## config.mk

```make
export PLATFORM = sky130hd
export DESIGN_NAME = uart_hex_tx
export DESIGN_NICKNAME = d
export VERILOG_FILES = /design/src/rtl/uart_pkg.sv /design/src/rtl/sync_fifo.sv /design/src/rtl/uart_hex_tx.sv
export SDC_FILE = /design/constraint.sdc
export NUM_CORES = 1
export LEC_CHECK = 0
export CAP_MARGIN = 20
export CORE_MARGIN = 5
export CORE_UTILIZATION = 60
export CTS_BUF_LIST = sky130_fd_sc_hd__clkbuf_4
export DETAILED_ROUTE_END_ITERATION = 16
export GPL_TIMING_DRIVEN = 0
export PLACE_DENSITY = 0.8
export SETUP_SLACK_MARGIN = 0.05
export SLEW_MARGIN = 20
export SYNTH_ARGS = -nofsm -noshare
export SYNTH_HDL_FRONTEND = slang
export SYNTH_HIERARCHICAL = 1
export SYNTH_SLANG_ARGS = --single-unit
```

## constraint.sdc

```tcl
create_clock -name clk -period 2.5 [get_ports clk]
set_clock_uncertainty 0.2 [all_clocks]
set_input_delay 0.5 -clock clk [delete_from_list [all_inputs] [get_ports clk]]
set_output_delay 0.5 -clock clk [all_outputs]
set_load 0.01 [all_outputs]
```

## src/rtl/uart_pkg.sv

```systemverilog
// Shared definitions for the hex-dump UART front end: controller states,
// line-terminator characters and the nibble-to-ASCII encoder.
package uart_pkg;

    typedef enum logic [2:0] {
        IDLE,
        LOAD,
        SEND,
        WAIT_BUSY,
        WAIT_IDLE
    } state_t;

    localparam logic [7:0] ASCII_CR = 8'h0D;
    localparam logic [7:0] ASCII_LF = 8'h0A;

    // Uppercase hex digit: 0-9 -> '0'-'9', A-F -> 'A'-'F'.
    function automatic logic [7:0] nibble_to_ascii(input logic [3:0] nib);
        if (nib < 4'd10)
            return 8'h30 + {4'h0, nib};
        else
            return 8'h37 + {4'h0, nib};
    endfunction

endpackage

```

## src/rtl/sync_fifo.sv

```systemverilog
// Single-clock FIFO with registered full/empty flags and a registered read
// port: o_rd_data holds the word popped on the previous edge.
module sync_fifo #(
    parameter int WIDTH = 32,
    parameter int DEPTH = 4
) (
    input  logic             clk,
    input  logic             rst,
    input  logic             i_wr_en,
    input  logic [WIDTH-1:0] i_wr_data,
    input  logic             i_rd_en,
    output logic [WIDTH-1:0] o_rd_data,
    output logic             o_full,
    output logic             o_empty
);

    localparam int AW = $clog2(DEPTH);
    localparam int CW = AW + 1;

    logic [WIDTH-1:0] r_mem [DEPTH];
    logic [AW-1:0]    r_wr_ptr;
    logic [AW-1:0]    r_rd_ptr;
    logic [CW-1:0]    r_count;
    logic             r_full;
    logic             r_empty;
    logic [WIDTH-1:0] r_rd_data;

    logic             w_push;
    logic             w_pop;
    logic [CW-1:0]    w_count_nxt;

    // A push is refused while full even if a pop happens in the same cycle.
    assign w_push = i_wr_en & ~r_full;
    assign w_pop  = i_rd_en & ~r_empty;

    always_comb begin
        w_count_nxt = r_count;
        if (w_push && !w_pop)
            w_count_nxt = r_count + CW'(1);
        else if (!w_push && w_pop)
            w_count_nxt = r_count - CW'(1);
    end

    always_ff @(posedge clk) begin
        if (w_push)
            r_mem[r_wr_ptr] <= i_wr_data;
    end

    always_ff @(posedge clk) begin
        if (rst) begin
            r_wr_ptr  <= '0;
            r_rd_ptr  <= '0;
            r_count   <= '0;
            r_full    <= 1'b0;
            r_empty   <= 1'b1;
            r_rd_data <= '0;
        end else begin
            if (w_push)
                r_wr_ptr <= r_wr_ptr + AW'(1);
            if (w_pop) begin
                r_rd_data <= r_mem[r_rd_ptr];
                r_rd_ptr  <= r_rd_ptr + AW'(1);
            end
            r_count <= w_count_nxt;
            r_full  <= (w_count_nxt == CW'(DEPTH));
            r_empty <= (w_count_nxt == '0);
        end
    end

    assign o_rd_data = r_rd_data;
    assign o_full    = r_full;
    assign o_empty   = r_empty;

endmodule

```

## src/rtl/uart_hex_tx.sv

```systemverilog
// Buffers words and prints each one as uppercase hex (MS nibble first),
// optionally followed by CR LF, handshaking character by character with a UART.
module uart_hex_tx
    import uart_pkg::*;
#(
    parameter int WORD_WIDTH = 32,
    parameter int FIFO_DEPTH = 4,
    parameter int NEWLINE    = 1
) (
    input  logic                  clk,
    input  logic                  rst,
    input  logic [WORD_WIDTH-1:0] in_dat,
    input  logic                  in_val,
    output logic                  in_rdy,
    output logic [7:0]            txd,
    output logic                  txv,
    input  logic                  rdy,
    output logic                  busy
);

    localparam int NIBBLES = WORD_WIDTH / 4;
    localparam int NCHARS  = NIBBLES + ((NEWLINE != 0) ? 2 : 0);
    localparam int IW      = $clog2(NCHARS + 1);

    state_t                r_state;
    state_t                w_state_nxt;
    logic [WORD_WIDTH-1:0] r_shift;
    logic [IW-1:0]         r_idx;
    logic                  r_txv;
    logic [7:0]            r_txd;

    logic                  w_pop;
    logic                  w_load;
    logic                  w_send;
    logic                  w_advance;
    logic [7:0]            w_char;
    logic [WORD_WIDTH-1:0] w_fifo_data;
    logic                  w_full;
    logic                  w_empty;

    sync_fifo #(
        .WIDTH (WORD_WIDTH),
        .DEPTH (FIFO_DEPTH)
    ) u_fifo (
        .clk       (clk),
        .rst       (rst),
        .i_wr_en   (in_val),
        .i_wr_data (in_dat),
        .i_rd_en   (w_pop),
        .o_rd_data (w_fifo_data),
        .o_full    (w_full),
        .o_empty   (w_empty)
    );

    always_comb begin
        w_state_nxt = r_state;
        w_pop       = 1'b0;
        w_load      = 1'b0;
        w_send      = 1'b0;
        w_advance   = 1'b0;
        case (r_state)
            IDLE: begin
                if (!w_empty) begin
                    w_pop       = 1'b1;
                    w_state_nxt = LOAD;
                end
            end
            LOAD: begin
                w_load      = 1'b1;
                w_state_nxt = SEND;
            end
            SEND: begin
                if (rdy) begin
                    w_send      = 1'b1;
                    w_state_nxt = WAIT_BUSY;
                end
            end
            WAIT_BUSY: begin
                if (!rdy)
                    w_state_nxt = WAIT_IDLE;
            end
            WAIT_IDLE: begin
                if (rdy) begin
                    if (r_idx == IW'(NCHARS - 1)) begin
                        w_state_nxt = IDLE;
                    end else begin
                        w_advance   = 1'b1;
                        w_state_nxt = SEND;
                    end
                end
            end
            default: w_state_nxt = IDLE;
        endcase
    end

    // Hex digits come off the top of the shift register; terminator slots follow.
    always_comb begin
        w_char = nibble_to_ascii(r_shift[WORD_WIDTH-1 -: 4]);
        if (NEWLINE != 0) begin
            if (r_idx == IW'(NIBBLES))
                w_char = ASCII_CR;
            else if (r_idx == IW'(NIBBLES + 1))
                w_char = ASCII_LF;
        end
    end

    always_ff @(posedge clk) begin
        if (rst) begin
            r_state <= IDLE;
            r_shift <= '0;
            r_idx   <= '0;
            r_txv   <= 1'b0;
            r_txd   <= 8'h00;
        end else begin
            r_state <= w_state_nxt;
            r_txv   <= w_send;
            if (w_send)
                r_txd <= w_char;
            if (w_load) begin
                r_shift <= w_fifo_data;
                r_idx   <= '0;
            end else if (w_advance) begin
                r_shift <= r_shift << 4;
                r_idx   <= r_idx + IW'(1);
            end
        end
    end

    assign in_rdy = ~w_full;
    assign txv    = r_txv;
    assign txd    = r_txd;
    assign busy   = (r_state != IDLE) || !w_empty;

endmodule

```

-- Word level (Yosys, flattened, before mapping)
Memory sizes are Yosys's and may differ from the RTL's. A register that Yosys moved wholly into a read port is not among the register bits.
Index checks and enable logic that the tools add are counted.
- register bits after elaboration: 57
- memory bits (writable): 128
- memories: 1
- bits in latches: 0
- memory bits (read-only): 0
- output and inout bits: 11
- input port bits: 36
- logic and storage cells: 69
- equality and inequality tests: 11
- divide/modulo/power cells: 0
- add/subtract/negate cells: 7
- shift-type cells: 0
- muxes and demuxes: 23
- multipliers: 0
- $lt $le $gt $ge: 1
- reduce and logical (&&, ||, !) cells: 12
- bitwise gates (word level): 4
- memories (memory ; words ; bits a word ; read ports ; clocked after Yosys merged registers in ; wr ports ; line ; text):
    u_fifo.r_mem ; 4 ; 32 ; 1 ; 1 ; 1 ; sync_fifo.sv:20 ; logic [WIDTH-1:0] r_mem [DEPTH];
- operator list (cell ; count):
    2-to-1 mux 32 bit ; 2
    2-to-1 mux 3 bit ; 6
    2-to-1 mux 8 bit ; 2
    one-hot mux 3 bit (5 select lines) ; 1
    adder 6 x 4 -> 7 bit (first input constant) ; 2
    2-to-1 mux 1 bit ; 10
    equality test 4 bit (second input constant) ; 2
    != test 2 bit (second input constant) ; 4
    2-to-1 mux 7 bit ; 1
    equality test 3 x 2 -> 1 bit (second input constant) ; 2
    equality test 3 bit (second input constant) ; 2
    zero test 3 bit ; 2
    adder 2 x 1 -> 2 bit (second input constant) ; 2
    adder 4 x 1 -> 4 bit (second input constant) ; 1
    less-than comparator 4 bit (second input constant) ; 1
    AND reduction 4 bit ; 1
    adder 3 x 1 -> 3 bit (second input constant) ; 1
    equality test 3 x 1 -> 1 bit (second input constant) ; 1
    zero test 1 bit ; 3
    nonzero test 3 bit ; 1
    subtractor 3 x 1 -> 3 bit (second input constant) ; 1
    bitwise AND 1 bit ; 2
    logical AND 1 bit ; 2
    2-to-1 mux 2 bit ; 1
    other kinds (4) ; 5

-- Longest topological paths before layout
- word-level depth: 7
- mapped depth: 7

-- Hierarchy
Netlist, hierarchy kept.
- modules (own cells, without submodules) (module ; area an instance (um^2) ; cells an instance ; instances):
    sync_fifo ; 6312.3 ; 373 ; 1
    uart_hex_tx ; 2184.6 ; 236 ; 1

-- Worst setup path before layout
No wires, ideal clock.
- path kind: input to register
- from: input port in_val
- to: memory u_fifo.r_mem[0][0], enable pin
- data required time: 1908 ps
- arrival: 1728 ps
- buffers on the path: 1
- setup time: 392 ps
- stages on the path: 3
- slack: 180 ps
- cells stage by stage: nor2b_2 > buf_2 > and2_1
- word-level cells in the longest chain between the ends: 3
- ends and longest elaborated chain (item ; line ; text):
    start: declaration ; uart_hex_tx.sv:13 ; input logic in_val,
    bitwise AND 1 bit ; sync_fifo.sv:33 ; assign w_push = i_wr_en & ~r_full;
    2-to-1 mux 1 bit ; sync_fifo.sv:45 ; if (w_push)
    2-to-1 mux 1 bit (implied by the code) ; sync_fifo.sv:46 ; r_mem[r_wr_ptr] <= i_wr_data;
    end: declaration ; sync_fifo.sv:20 ;
Every way passes these cells.

-- Worst setup path in the final report
- from: register r_state[0]
- to: output port busy
- word-level cells in the longest chain between the ends: 2
- ends and longest elaborated chain (item ; line ; text):
    start: declaration ; uart_hex_tx.sv:25 ; state_t r_state;
    start signal: assignment ; uart_hex_tx.sv:115 ; r_state <= w_state_nxt;
    nonzero test 3 bit ; uart_hex_tx.sv:132 ; assign busy = (r_state != IDLE) || !w_empty;
    logical OR 1 bit ; uart_hex_tx.sv:132 ;
    end: declaration ; uart_hex_tx.sv:18 ; output logic busy
Every way passes these cells.

==> run_summary.xml <==
<?xml version="1.0" encoding="UTF-8"?>
<metrics>
  <group name="grt">
    <metric name="grt_overflow_total" unit="">0</metric>
    <metric name="global_route.usage.total" unit="%">20.21</metric>
    <metric name="first_global_vias" unit="">5438</metric>
    <metric name="initial_antenna_violation_count" unit="">0</metric>
    <metric name="maximum_number_of_pins_on_one_net_before_global_route_repair" unit="">27</metric>
    <metric name="grt_pass1_wl" unit="mm">26.51</metric>
  </group>
  <group name="sta">
    <metric name="holdWs" unit="ns">0.1727</metric>
    <metric name="post-route-min-period" unit="ns">2.290</metric>
    <metric name="setup_ws" unit="ns">0.2098</metric>
    <metric name="final_max_slew_viol_count" unit="">0</metric>
    <metric name="final-hold-violation-count" unit="">0</metric>
    <metric name="report.final.setup_viol" unit="">0</metric>
    <metric name="grt_setup_unrepaired" unit="">false</metric>
    <metric name="worst_slew_slack_as_a_fraction_of_its_limit" unit="%">53.11</metric>
    <metric name="tightest_slew" unit="ns">0.7034</metric>
    <metric name="max_freq" unit="GHz">0.4366</metric>
    <metric name="layout_worst_path_cycle_share" unit="%">91.61</metric>
  </group>
  <group name="drt">
    <metric name="vias" unit="">5146</metric>
    <metric name="finalWirelength" unit="mm">16.14</metric>
    <metric name="detailed_router_iteration_count_before_antenna_repair" unit="">5</metric>
    <metric name="drc_errors" unit="">0</metric>
    <metric name="initialDrtViolationCount" unit="">290</metric>
    <metric name="routedWlPerCell" unit="um">17.28</metric>
    <metric name="route.detailed.vias_per_inst" unit="">5.510</metric>
    <metric name="drtAntennaViolNets" unit="">0</metric>
  </group>
  <group name="placement">
    <metric name="dp_slack" unit="ns">-0.08297</metric>
    <metric name="port_buffers" unit="">44</metric>
    <metric name="gpl.final_weighted_congestion" unit="">0.8258</metric>
    <metric name="dpl.hpwl" unit="mm">11.04</metric>
  </group>
  <group name="outcome">
    <metric name="outcome" unit="">finished clean</metric>
  </group>
  <group name="synth">
    <metric name="netlist_top_cells_count" unit="">sky130_fd_sc_hd__edfxtp_1 (128), sky130_fd_sc_hd__nand2_1 (104), sky130_fd_sc_hd__dfxtp_1 (88)</metric>
    <metric name="synth_nets" unit="">655</metric>
    <metric name="post_synth_instance_area" unit="sq um">8497</metric>
    <metric name="post_synth_edffs" unit="">128</metric>
    <metric name="number_of_synthesis_warnings" unit="">6</metric>
    <metric name="synth_seq_area_share" unit="%">65.97</metric>
    <metric name="synthArstFlopShare" unit="%">0</metric>
    <metric name="synth.avg_cell_area" unit="sq um">13.95</metric>
    <metric name="synthDominantAreaCellType" unit="">sky130_fd_sc_hd__edfxtp_1</metric>
    <metric name="synthFlopType" unit="">sky130_fd_sc_hd__edfxtp_1</metric>
    <metric name="synth_area_leaders" unit="">sky130_fd_sc_hd__edfxtp_1 (45%), sky130_fd_sc_hd__dfxtp_1 (21%), sky130_fd_sc_hd__mux4_2 (8.5%), sky130_fd_sc_hd__nand2_1 (4.6%), sky130_fd_sc_hd__mux2i_1 (3.4%)</metric>
    <metric name="synth_cell_type_count" unit="">53</metric>
    <metric name="ys_ff_latch" unit="">216</metric>
    <metric name="cell_with_the_most_instances_after_synthesis" unit="">sky130_fd_sc_hd__edfxtp_1</metric>
    <metric name="synth.top_cell.area_share" unit="%">45.24</metric>
    <metric name="number_of_cells_produced_by_synthesis" unit="">609</metric>
  </group>
  <group name="critical_path">
    <metric name="worstPathRequired" unit="ns">1.80</metric>
    <metric name="crit_path_cell_trace" unit="">buf_4 -&gt; nor2_1 -&gt; nand3b_1 -&gt; dlygate4sd2_1</metric>
    <metric name="kind_of_end_point_of_the_critical_path" unit="">primary output</metric>
    <metric name="number_of_cell_instances_on_the_worst_register_to_register_path" unit="">7</metric>
    <metric name="slowest_stage" unit="">sky130_fd_sc_hd__dfxtp_1</metric>
    <metric name="crit_type" unit="">flip-flop to primary output</metric>
    <metric name="worst_ep_arrival" unit="ns">1.59</metric>
    <metric name="worst-path-max-fanout" unit="">10</metric>
    <metric name="startpoint_class" unit="">flip-flop</metric>
    <metric name="cp_slowest_stage_delay" unit="ns">0.31</metric>
  </group>
  <group name="cts">
    <metric name="cts_inserted_buffers" unit="">53</metric>
    <metric name="clkLatencyLatePin" unit="ns">0.62</metric>
    <metric name="clock_tree.buffer_depth" unit="">3</metric>
    <metric name="htreeDepth" unit="">2</metric>
    <metric name="clock_sinks" unit="">216</metric>
    <metric name="cts_clock_pin_slew_for_the_worst_setup_and_hold_paths" unit="ns">0.06</metric>
    <metric name="cts-hold-fix-buffers" unit="">0</metric>
    <metric name="cts_tree" unit="">done</metric>
    <metric name="root_buffer" unit="">sky130_fd_sc_hd__clkbuf_4</metric>
  </group>
  <group name="final_layout">
    <metric name="drive_gt1_share" unit="%">23.08</metric>
    <metric name="antennaDiodeCount" unit="">0</metric>
    <metric name="syn_to_final_growth" unit="%">17.45</metric>
    <metric name="final_nets" unit="">758</metric>
  </group>
  <group name="flow_run">
    <metric name="max-cap-violations" unit="">0</metric>
  </group>
  <group name="hold_path">
    <metric name="holdPathStages" unit="">2</metric>
    <metric name="class_of_the_worst_hold_path" unit="">input pin to flip-flop</metric>
  </group>
  <group name="power_and_ir_drop">
    <metric name="report.power.total" unit="uW">8991</metric>
    <metric name="ir_drop" unit="mV">0.5855</metric>
    <metric name="power.density" unit="nW/um^2">900.9</metric>
    <metric name="power_leakage" unit="uW">0.003615</metric>
  </group>
  <group name="floorplan">
    <metric name="floorplan.rows" unit="">43</metric>
    <metric name="core_footprint" unit="sq um">13880</metric>
    <metric name="starting_density" unit="%">61.21</metric>
    <metric name="die-width" unit="um">129</metric>
    <metric name="die_h" unit="um">129</metric>
    <metric name="floorplan.die_area" unit="sq um">16640</metric>
    <metric name="boundaryPins" unit="">47</metric>
  </group>
</metrics>
-- per-stage QoR --
step | util (%) | TNS, ns | std cells | area, sq um
2_1_floorplan | - | 0 | 609 | 8497
3_3_place_gp | 66.01 | -120.20 | 833 | 9163
3_5_place_dp | 66.62 | -7.044 | 837 | 9248
4_1_cts | 71.89 | 0 | 934 | 9980
5_1_grt | 71.89 | 0 | 934 | 9980
6_report | 71.89 | 0 | 934 | 9980
-- worst max-delay path: cells and delay by family (launching register included) --
kind,cells,cell delay [ns]
and+or+nand+nor,2,0.22
DFF,1,0.31
buffers and inverters,2,0.45
-- logic make-up (layout without fill, tap and decap cells) --
group	Yosys count	in the layout	synth area share, %
DFF	216	216	65.97
and+or+nand+nor	174	174	9.675
AOI/OAI and AO/OA	89	89	5.949
muxes	62	62	12.03
buffers and inverters	48	193	3.932
adders and majority gates	10	10	1.473
xor gates and xnor gates	9	9	0.9278
other	1	1	0.04413
-- cells in the final DEF, fill, tap and decap left out, types with 3 or more instances in the layout --
master / n
sky130_fd_sc_hd__clkinv_1: 4
sky130_fd_sc_hd__xnor2_1: 6
sky130_fd_sc_hd__o21ai_1: 9
sky130_fd_sc_hd__a211oi_1: 3
sky130_fd_sc_hd__clkbuf_1: 11
sky130_fd_sc_hd__o21ai_0: 19
sky130_fd_sc_hd__nand3_1: 9
sky130_fd_sc_hd__nor3_1: 10
sky130_fd_sc_hd__edfxtp_1: 128
sky130_fd_sc_hd__inv_1: 10
sky130_fd_sc_hd__buf_4: 3
sky130_fd_sc_hd__mux4_2: 32
sky130_fd_sc_hd__dfxtp_1: 88
sky130_fd_sc_hd__nor2b_1: 4
sky130_fd_sc_hd__ha_1: 10
sky130_fd_sc_hd__nor2_1: 20
sky130_fd_sc_hd__clkdlybuf4s50_1: 43
sky130_fd_sc_hd__a21oi_1: 46
sky130_fd_sc_hd__xor2_1: 3
sky130_fd_sc_hd__buf_2: 9
sky130_fd_sc_hd__clkbuf_4: 89
sky130_fd_sc_hd__buf_12: 7
sky130_fd_sc_hd__buf_6: 8
sky130_fd_sc_hd__mux2i_1: 29
sky130_fd_sc_hd__and2_2: 4
sky130_fd_sc_hd__nand2_1: 104
sky130_fd_sc_hd__nor4_1: 3
sky130_fd_sc_hd__nor3b_1: 4
-- sequential cells by signal (all words and copies together) (netlist names) --
register / count
u_fifo/r_mem: 128
r_shift: 32
u_fifo/o_rd_data: 32
txd: 7
r_idx: 4
r_state: 3
u_fifo/r_count: 3
u_fifo/r_rd_ptr: 2
u_fifo/r_wr_ptr: 2
txv: 1
u_fifo/o_empty: 1
u_fifo/o_full: 1
-- cell type report --
cell class / count / area (sq um)
well taps: 180 / 225.2
multi-input cells: 345 / 2562
fillers: 918 / 3901
clock buffers: 89 / 668.1
inverters: 10 / 37.54
repair buffers: 48 / 519.2
clock inverters: 8 / 62.56
plain buffers: 38 / 299.0
flip-flops and latches: 216 / 5605
-- worst paths after layout --
| kind | startpoint | to | slack [ns] |
|---|---|---|---|
| worst max-delay path | r_state[0] | busy | 0.21 |
| worst min-delay path | rst | u_fifo/o_full | 0.17 |
| worst max register to register | r_state[0] | u_fifo/o_empty | 0.46 |
| worst min register to register | u_fifo/o_rd_data[24] | r_shift[24] | 0.25 |
-- power breakdown --
part / switching [uW] / internal [uW]
clock: 1340 / 1700
sequential: 154 / 4140
combinational: 873 / 785
total: 2370 / 6630
-- repair_timing --
action	4_1_cts	5_1_grt
hold endpoints to repair	0	0
resized for setup	2	0
setup endpoints to repair	1	0
setup buffers	0	0
-- routing by layer --
| layer | GRT usage [%] | routed length, um |
|---|---|---|
| met1 | 26.12 | 6876 |
| met3 | 4.898 | 850 |
| met5 | 0 | 0 |
| met4 | 6.733 | 223 |
| met2 | 33.84 | 8188 |
Note: power is estimated with default switching activity, not from simulation.
